===== src/rtl/tiny_cpu_gen.sv =====
// tiny_cpu_gen: parameterised accumulator-style CPU with an NREGS-entry
// register file, two-address instructions, carry/zero flags and an
// immediate field. Each instruction runs IDLE -> EXEC -> WB, giving one
// instruction per three cycles.
//
// Ports:
//   Clk           system clock, rising edge
//   Clr           asynchronous active-high reset
//   In            instruction {opcode[3:0], rd[RB], rs[RB], imm[WIDTH]}
//   In_valid      instruction present on In
//   In_ready      block can accept an instruction (IDLE only)
//   Result        last value emitted by OUT
//   Result_valid  one-cycle strobe when Result updates
//   Flag_Z        zero flag
//   Flag_C        carry/borrow flag
//   Dbg_Sel       register-file debug read index
//   Dbg_Data      combinational R[Dbg_Sel]
module tiny_cpu_gen #(
    parameter  int WIDTH = 8,
    parameter  int NREGS = 4,
    localparam int RB    = $clog2(NREGS),
    localparam int IW    = 4 + 2*RB + WIDTH
) (
    input  logic             Clk,
    input  logic             Clr,
    input  logic [IW-1:0]    In,
    input  logic             In_valid,
    output logic             In_ready,
    output logic [WIDTH-1:0] Result,
    output logic             Result_valid,
    output logic             Flag_Z,
    output logic             Flag_C,
    input  logic [RB-1:0]    Dbg_Sel,
    output logic [WIDTH-1:0] Dbg_Data
);

    typedef enum logic [1:0] {IDLE, EXEC, WB} state_t;

    localparam logic [3:0] OP_NOP  = 4'h0, OP_LDI  = 4'h1, OP_MOV = 4'h2,
                           OP_ADD  = 4'h3, OP_SUB  = 4'h4, OP_SHL = 4'h5,
                           OP_SHR  = 4'h6, OP_AND  = 4'h7, OP_OR  = 4'h8,
                           OP_XOR  = 4'h9, OP_NAND = 4'hA, OP_NOT = 4'hB,
                           OP_CMP  = 4'hC, OP_OUT  = 4'hD, OP_CLR = 4'hE,
                           OP_ADDI = 4'hF;

    state_t                      state;
    logic [IW-1:0]               ir;
    logic [NREGS-1:0][WIDTH-1:0] regs;

    // EXEC -> WB pipeline registers
    logic [WIDTH-1:0] p_res;
    logic [RB-1:0]    p_rd;
    logic             p_we, p_flags, p_c, p_z, p_out, p_clr;

    // instruction fields
    logic [3:0]       op;
    logic [RB-1:0]    rd, rs;
    logic [WIDTH-1:0] imm;
    assign op  = ir[IW-1 -: 4];
    assign rd  = ir[IW-5 -: RB];
    assign rs  = ir[IW-5-RB -: RB];
    assign imm = ir[WIDTH-1:0];

    // In_ready is a decode of the state register; gated by Clr so it
    // reads low for the whole time reset is held.
    assign In_ready = (state == IDLE) && !Clr;
    assign Dbg_Data = regs[Dbg_Sel];

    // EXEC datapath
    logic [WIDTH-1:0] a, b, n_res;
    logic [WIDTH:0]   sum, diff, sumi;
    logic             n_c, n_we, n_flags, n_out, n_clr;

    always_comb begin
        a       = regs[rd];
        b       = regs[rs];
        sum     = {1'b0, a} + {1'b0, b};
        diff    = {1'b0, a} - {1'b0, b};   // top bit is the borrow
        sumi    = {1'b0, a} + {1'b0, imm};
        n_res   = '0;
        n_c     = 1'b0;
        n_we    = 1'b0;
        n_flags = 1'b0;
        n_out   = 1'b0;
        n_clr   = 1'b0;
        case (op)
            OP_LDI:  begin n_res = imm; n_we = 1'b1; end
            OP_MOV:  begin n_res = b;   n_we = 1'b1; end
            OP_ADD:  begin n_res = sum[WIDTH-1:0];  n_c = sum[WIDTH];  n_we = 1'b1; n_flags = 1'b1; end
            OP_SUB:  begin n_res = diff[WIDTH-1:0]; n_c = diff[WIDTH]; n_we = 1'b1; n_flags = 1'b1; end
            OP_SHL:  begin n_res = {a[WIDTH-2:0], 1'b0}; n_c = a[WIDTH-1]; n_we = 1'b1; n_flags = 1'b1; end
            OP_SHR:  begin n_res = {1'b0, a[WIDTH-1:1]}; n_c = a[0];       n_we = 1'b1; n_flags = 1'b1; end
            OP_AND:  begin n_res = a & b;    n_we = 1'b1; n_flags = 1'b1; end
            OP_OR:   begin n_res = a | b;    n_we = 1'b1; n_flags = 1'b1; end
            OP_XOR:  begin n_res = a ^ b;    n_we = 1'b1; n_flags = 1'b1; end
            OP_NAND: begin n_res = ~(a & b); n_we = 1'b1; n_flags = 1'b1; end
            OP_NOT:  begin n_res = ~a;       n_we = 1'b1; n_flags = 1'b1; end
            OP_CMP:  begin n_res = diff[WIDTH-1:0]; n_c = diff[WIDTH]; n_flags = 1'b1; end
            OP_OUT:  begin n_res = b; n_out = 1'b1; end
            OP_CLR:  n_clr = 1'b1;
            OP_ADDI: begin n_res = sumi[WIDTH-1:0]; n_c = sumi[WIDTH]; n_we = 1'b1; n_flags = 1'b1; end
            default: ;  // NOP
        endcase
    end

    always_ff @(posedge Clk or posedge Clr) begin
        if (Clr) begin
            state        <= IDLE;
            ir           <= '0;
            regs         <= '0;
            Result       <= '0;
            Result_valid <= 1'b0;
            Flag_Z       <= 1'b0;
            Flag_C       <= 1'b0;
            p_res        <= '0;
            p_rd         <= '0;
            p_we         <= 1'b0;
            p_flags      <= 1'b0;
            p_c          <= 1'b0;
            p_z          <= 1'b0;
            p_out        <= 1'b0;
            p_clr        <= 1'b0;
        end else begin
            Result_valid <= 1'b0;
            case (state)
                IDLE: if (In_valid) begin
                    ir    <= In;
                    state <= EXEC;
                end
                EXEC: begin
                    p_res   <= n_res;
                    p_rd    <= rd;
                    p_we    <= n_we;
                    p_flags <= n_flags;
                    p_c     <= n_c;
                    p_z     <= (n_res == '0);
                    p_out   <= n_out;
                    p_clr   <= n_clr;
                    state   <= WB;
                end
                WB: begin
                    if (p_clr) begin
                        regs   <= '0;
                        Flag_Z <= 1'b0;
                        Flag_C <= 1'b0;
                    end else begin
                        if (p_we) regs[p_rd] <= p_res;
                        if (p_flags) begin
                            Flag_Z <= p_z;
                            Flag_C <= p_c;
                        end
                    end
                    if (p_out) begin
                        Result       <= p_res;
                        Result_valid <= 1'b1;
                    end
                    state <= IDLE;
                end
                default: state <= IDLE;
            endcase
        end
    end

endmodule

===== config.mk =====
export PLATFORM = sky130hd
export DESIGN_NAME = tiny_cpu_gen
export DESIGN_NICKNAME = d
export VERILOG_FILES = /design/src/rtl/tiny_cpu_gen.sv
export SDC_FILE = /design/constraint.sdc
export NUM_CORES = 1
export LEC_CHECK = 0
export CAP_MARGIN = 25
export CORE_ASPECT_RATIO = 0.8
export CORE_UTILIZATION = 50
export DETAILED_ROUTE_END_ITERATION = 8
export GPL_TIMING_DRIVEN = 0
export PLACE_DENSITY = 0.7
export SLEW_MARGIN = 20
export SYNTH_ARGS = -nofsm -noshare
export SYNTH_HDL_FRONTEND = slang
export SYNTH_SLANG_ARGS = --single-unit

===== constraint.sdc =====
create_clock -name Clk -period 8.9 [get_ports Clk]
set_input_delay 1.78 -clock Clk [delete_from_list [all_inputs] [get_ports Clk]]
set_output_delay 1.78 -clock Clk [all_outputs]
set_load 0.01 [all_outputs]

* Yosys cells after proc, flatten, opt, wreduce, memory -nomap -nowiden
Index checks and enable logic that the tools add are counted.
** Operators by class
- Add/subtract/negate cells :: 3
- Multipliers :: 0
- Div/mod/pow operators :: 0
- Order comparisons :: 5
- Eq/ne operators :: 18
- Shift operators :: 0
- Multiplexer cells :: 25
- Bitwise logic cells :: 5
- Reduce and logical (&&, ||, !) cells :: 15
** Operators with widths (number)
- $pmux W8 S12 :: 1
- $mux W32 :: 2
- $bmux W8 S2 :: 3
- $bwmux W32 :: 1
- $eq A4 B4 Y1 const B :: 8
- $mux W8 :: 4
- $add A8 B8 Y9 :: 2
- $demux W8 S2 :: 1
- $eq A4 B3 Y1 const B :: 4
- $not A8 Y8 :: 2
- $lt A2 B3 Y1 const B :: 4
- $reduce_or A12 Y1 :: 1
- $reduce_or A11 Y1 :: 1
- $mux W1 :: 10
- $sub A8 B8 Y9 :: 1
- $and A8 B8 Y8 :: 1
- $eq A4 B2 Y1 const B :: 2
- $logic_not A8 Y1 :: 1
- $or A8 B8 Y8 :: 1
- $reduce_and A2 Y1 :: 4
- $xor A8 B8 Y8 :: 1
- $pmux W1 S5 :: 1
- $eq A4 B1 Y1 const B :: 1
- $pmux W2 S2 :: 1
- other kinds (10) :: 13
** Word-level totals
- Flip-flop bits (word level) :: 77
- Latch bits :: 0
- Bits in writable memories :: 0
- ROM bits :: 0
- Input port bits :: 21
- Word-level logic and storage cells :: 89
- Memories :: 0

* Depth between registers and ports, before layout
- Word-level depth :: 7
- Gate-level depth with buffers :: 13

* Least setup slack after synthesis
OpenSTA, ideal clock, no wires.
- Kind :: input port to output port
- From :: in Dbg_Sel[0]
- To :: out Dbg_Data[3]
- Data arrival time :: 2.727 ns
- Required time :: 7.120 ns
- Path slack :: 4.393 ns
- Stages :: 2
- Buffers on the path :: 1
- Cell sequence :: clkbuf_1 > mux4_2
** On the way
- Longest elaborated chain between the ends :: 2
** RTL lines
- start: declaration :: RTL line 33 : input logic [RB-1:0] Dbg_Sel,
- $bmux W8 S2 :: RTL line 67 : assign Dbg_Data = regs[Dbg_Sel];
- $mux W8 (not written as such) :: RTL line 67
- end: declaration :: RTL line 34 : output logic [WIDTH-1:0] Dbg_Data
No other way between the ends. The select of a mux whose other input is x is not followed.

* Worst setup path in the final report
- From :: in Dbg_Sel[0]
- To :: out Dbg_Data[5]
The elaborated chain is that of the path after synthesis.

==> flow_summary.toml <==
[outcome]
status = "finished clean"

[clock_network]
ctsResizeCount = 0
clk_pin_slew_ps = 70
clk_path_buf_depth = 2
hold_buffers = 0
post_cts_buffers = 0
cts.sink_count = 77
cts_tree = "yes"
cts-root-buf = "clkbuf_16"
clk_latency_ps = 350
htreeDepth = 3
cts_made_buffers = 9

[pwr]
total_power_mw = 2.382
p_leak_nw = 2.801
power.density_nw_per_um2 = 363.6
ir_drop_uv = 151.6

[grt]
antenna_found_initial = 0
grt_pass1_vias = 5046
overflow = 0
grt_usage_pct = 31.75
grt_max_degree = 51
grt_pass1_wl_um = 28060

[floorplanning]
die_h_um = 97.25
dieArea_um2 = 11770
core_area_um2 = 10980
start_util_pct = 51.66
num_rows = 34
pin_count = 41
die_x_um = 121.1

[cells_and_area]
diodes = 0
drive_above_1_share_pct = 12.27
syn_to_final_growth_pct = 15.51
nets = 695
nFillCells = 977

[drt]
drc = 0
antenna_left = 0
drt_iter0_drc = 673
vias = 5257
routed_wl_um = 17960
via_per_inst = 6.671
drt-pass1-iter-count = 5
drt-wirelength-per-cell_um = 22.79

[sta]
slew_viol_final = 0
fin_skew_ps = 8.353
hold_viol_final = 0
worst_hold_slack_ps = 480.3
min_period_ps = 5195
tightestPinTransition_ps = 933.6
relSlewSlack_pct = 37.39
fin_crit_sh_pct = 58.37
setup_tns_ps = 0
rsz0062_at_grt = "no"
fmax_mhz = 192.5
setup_viol = 0
fin_ws_ps = 3705

[placement]
gp_congestion = 1.041
io_buffers = 38
dp_hpwl_um = 13330
preCtsSetupSlack_ps = 3714

[worst_hold_path]
holdCritPathClass = "reg -> reg"

[critical_path]
worstPathRequired_ps = 7120
worstSetupPathType = "in -> out"
cp-start-kind = "primary input"
path_max_fanout = 8
crit_arrival_ps = 3410
end_kind = "primary output"

[logic_synthesis]
netlist.area_leader.share_pct = 33.98
yosys-top-cells-area = "dfrtp_1 (34%), mux4_2 (9.1%), ha_1 (7.1%), mux2_2 (5.0%), o21ai_0 (4.2%)"
synthArstFlopShare_pct = 100.0
synth_top_area_cell = "dfrtp_1"
syn_area_um2 = 5670
synthFlopType = "dfrtp_1"
syn-num-nets = 645
avgSynthCellArea_um2 = 9.627
synth_edf_count = 0
ys_seq_area_share_pct = 33.98
yosys-top-cells-count = "dfrtp_1 (77), nand2_1 (64), o21ai_0 (48)"
yosysWarningCount = 0
syn_inst = 589
synth_most_common_cell = "dfrtp_1"
synthDistinctLibCells = 64
synth-seq-cells = 77

[job]
max_cap_violations = 0
[flip-flops by register name (all words and copies together) (netlist names)]
| register | count |
|---|---|
| p_rd | 2 |
| p_c | 1 |
| p_res | 8 |
| Flag_C | 1 |
| p_out | 1 |
| p_clr | 1 |
| regs | 32 |
| Result | 8 |
| p_we | 1 |
| Flag_Z | 1 |
| ir | 16 |
| state | 2 |
| p_z | 1 |
| p_flags | 1 |
| Result_valid | 1 |
[final cells by class]
cell class	instances	area [µm²]	area share (%)
flip-flops and latches	77	1927	29.42
clock inverters	5	35.03	0.5349
clock buffers	11	242.7	3.706
inverters	32	122.6	1.872
well taps	144	180.2	2.751
repair buffers	39	407.9	6.227
plain buffers	32	133.9	2.044
multi-input cells	448	3501	53.45
[worst paths after layout]
kind | start | to | slack (ps) | cells past startpoint
max reg2reg | ir[11] | p_z | 4500 | 13
max in group asynchronous | Clr | ir[5] | 6490 | 3
min in group asynchronous | Clr | ir[2] | 1820 | 2
min reg2reg | p_we | p_we | 480 | 1
min | p_we | p_we | 480 | 1
max | Dbg_Sel[0] | Dbg_Data[5] | 3710 | 3
[layout by cell type, fill, tap and decap left out, types with 6 or more instances in the layout]
master	count
dfrtp_1	77
nand2_1	64
o21ai_0	48
nor2_1	38
clkdlybuf4s50_1	38
ha_1	32
inv_1	30
a22oi_1	28
mux2_2	25
clkbuf_1	24
mux4_2	23
a21oi_1	19
nor3_1	13
nand2b_1	12
nor2b_1	10
a22o_1	10
o22ai_1	10
mux2i_1	9
clkbuf_16	9
a31oi_1	6
nand4_1	6
o21a_1	6
[worst max-delay path, cell delays in order]
cell	delay (ps)
clkbuf_1	520
mux4_2	610
clkdlybuf4s50_1	500
[layer usage]
layer	wire length, µm	vias up	part of all wire [%]	GRT usage [%]
met5	0	-	0	0
met4	359	0	2.0	9.402
met3	1959	29	11	8.744
met2	7660	320	43	44.97
met1	7980	2594	44	46.94
li1	-	2314	-	-
[power by group]
group | internal (mW) | switching [mW] | total [mW]
combinational | 0.618 | 0.843 | 1.46
sequential | 0.453 | 0.112 | 0.565
clock | 0.197 | 0.159 | 0.356
[through the flow]
stage,instance area [µm²],util [%],instances
2_1_floorplan,5670,-,589
3_3_place_gp,6231,56.77,771
3_5_place_dp,6272,57.15,772
4_1_cts,6550,59.68,788
5_1_grt,6550,59.68,788
6_report,6550,59.68,788
[cells by family after synthesis]
kind of cell / share of synthesized area (%)
compound gates: 21.56
xor+xnor: 1.081
fa+ha+maj: 8.120
buf+inv: 4.479
flops: 33.98
mux: 16.15
simple gates: 14.63
No activity file was read; power rests on OpenSTA's default activity.
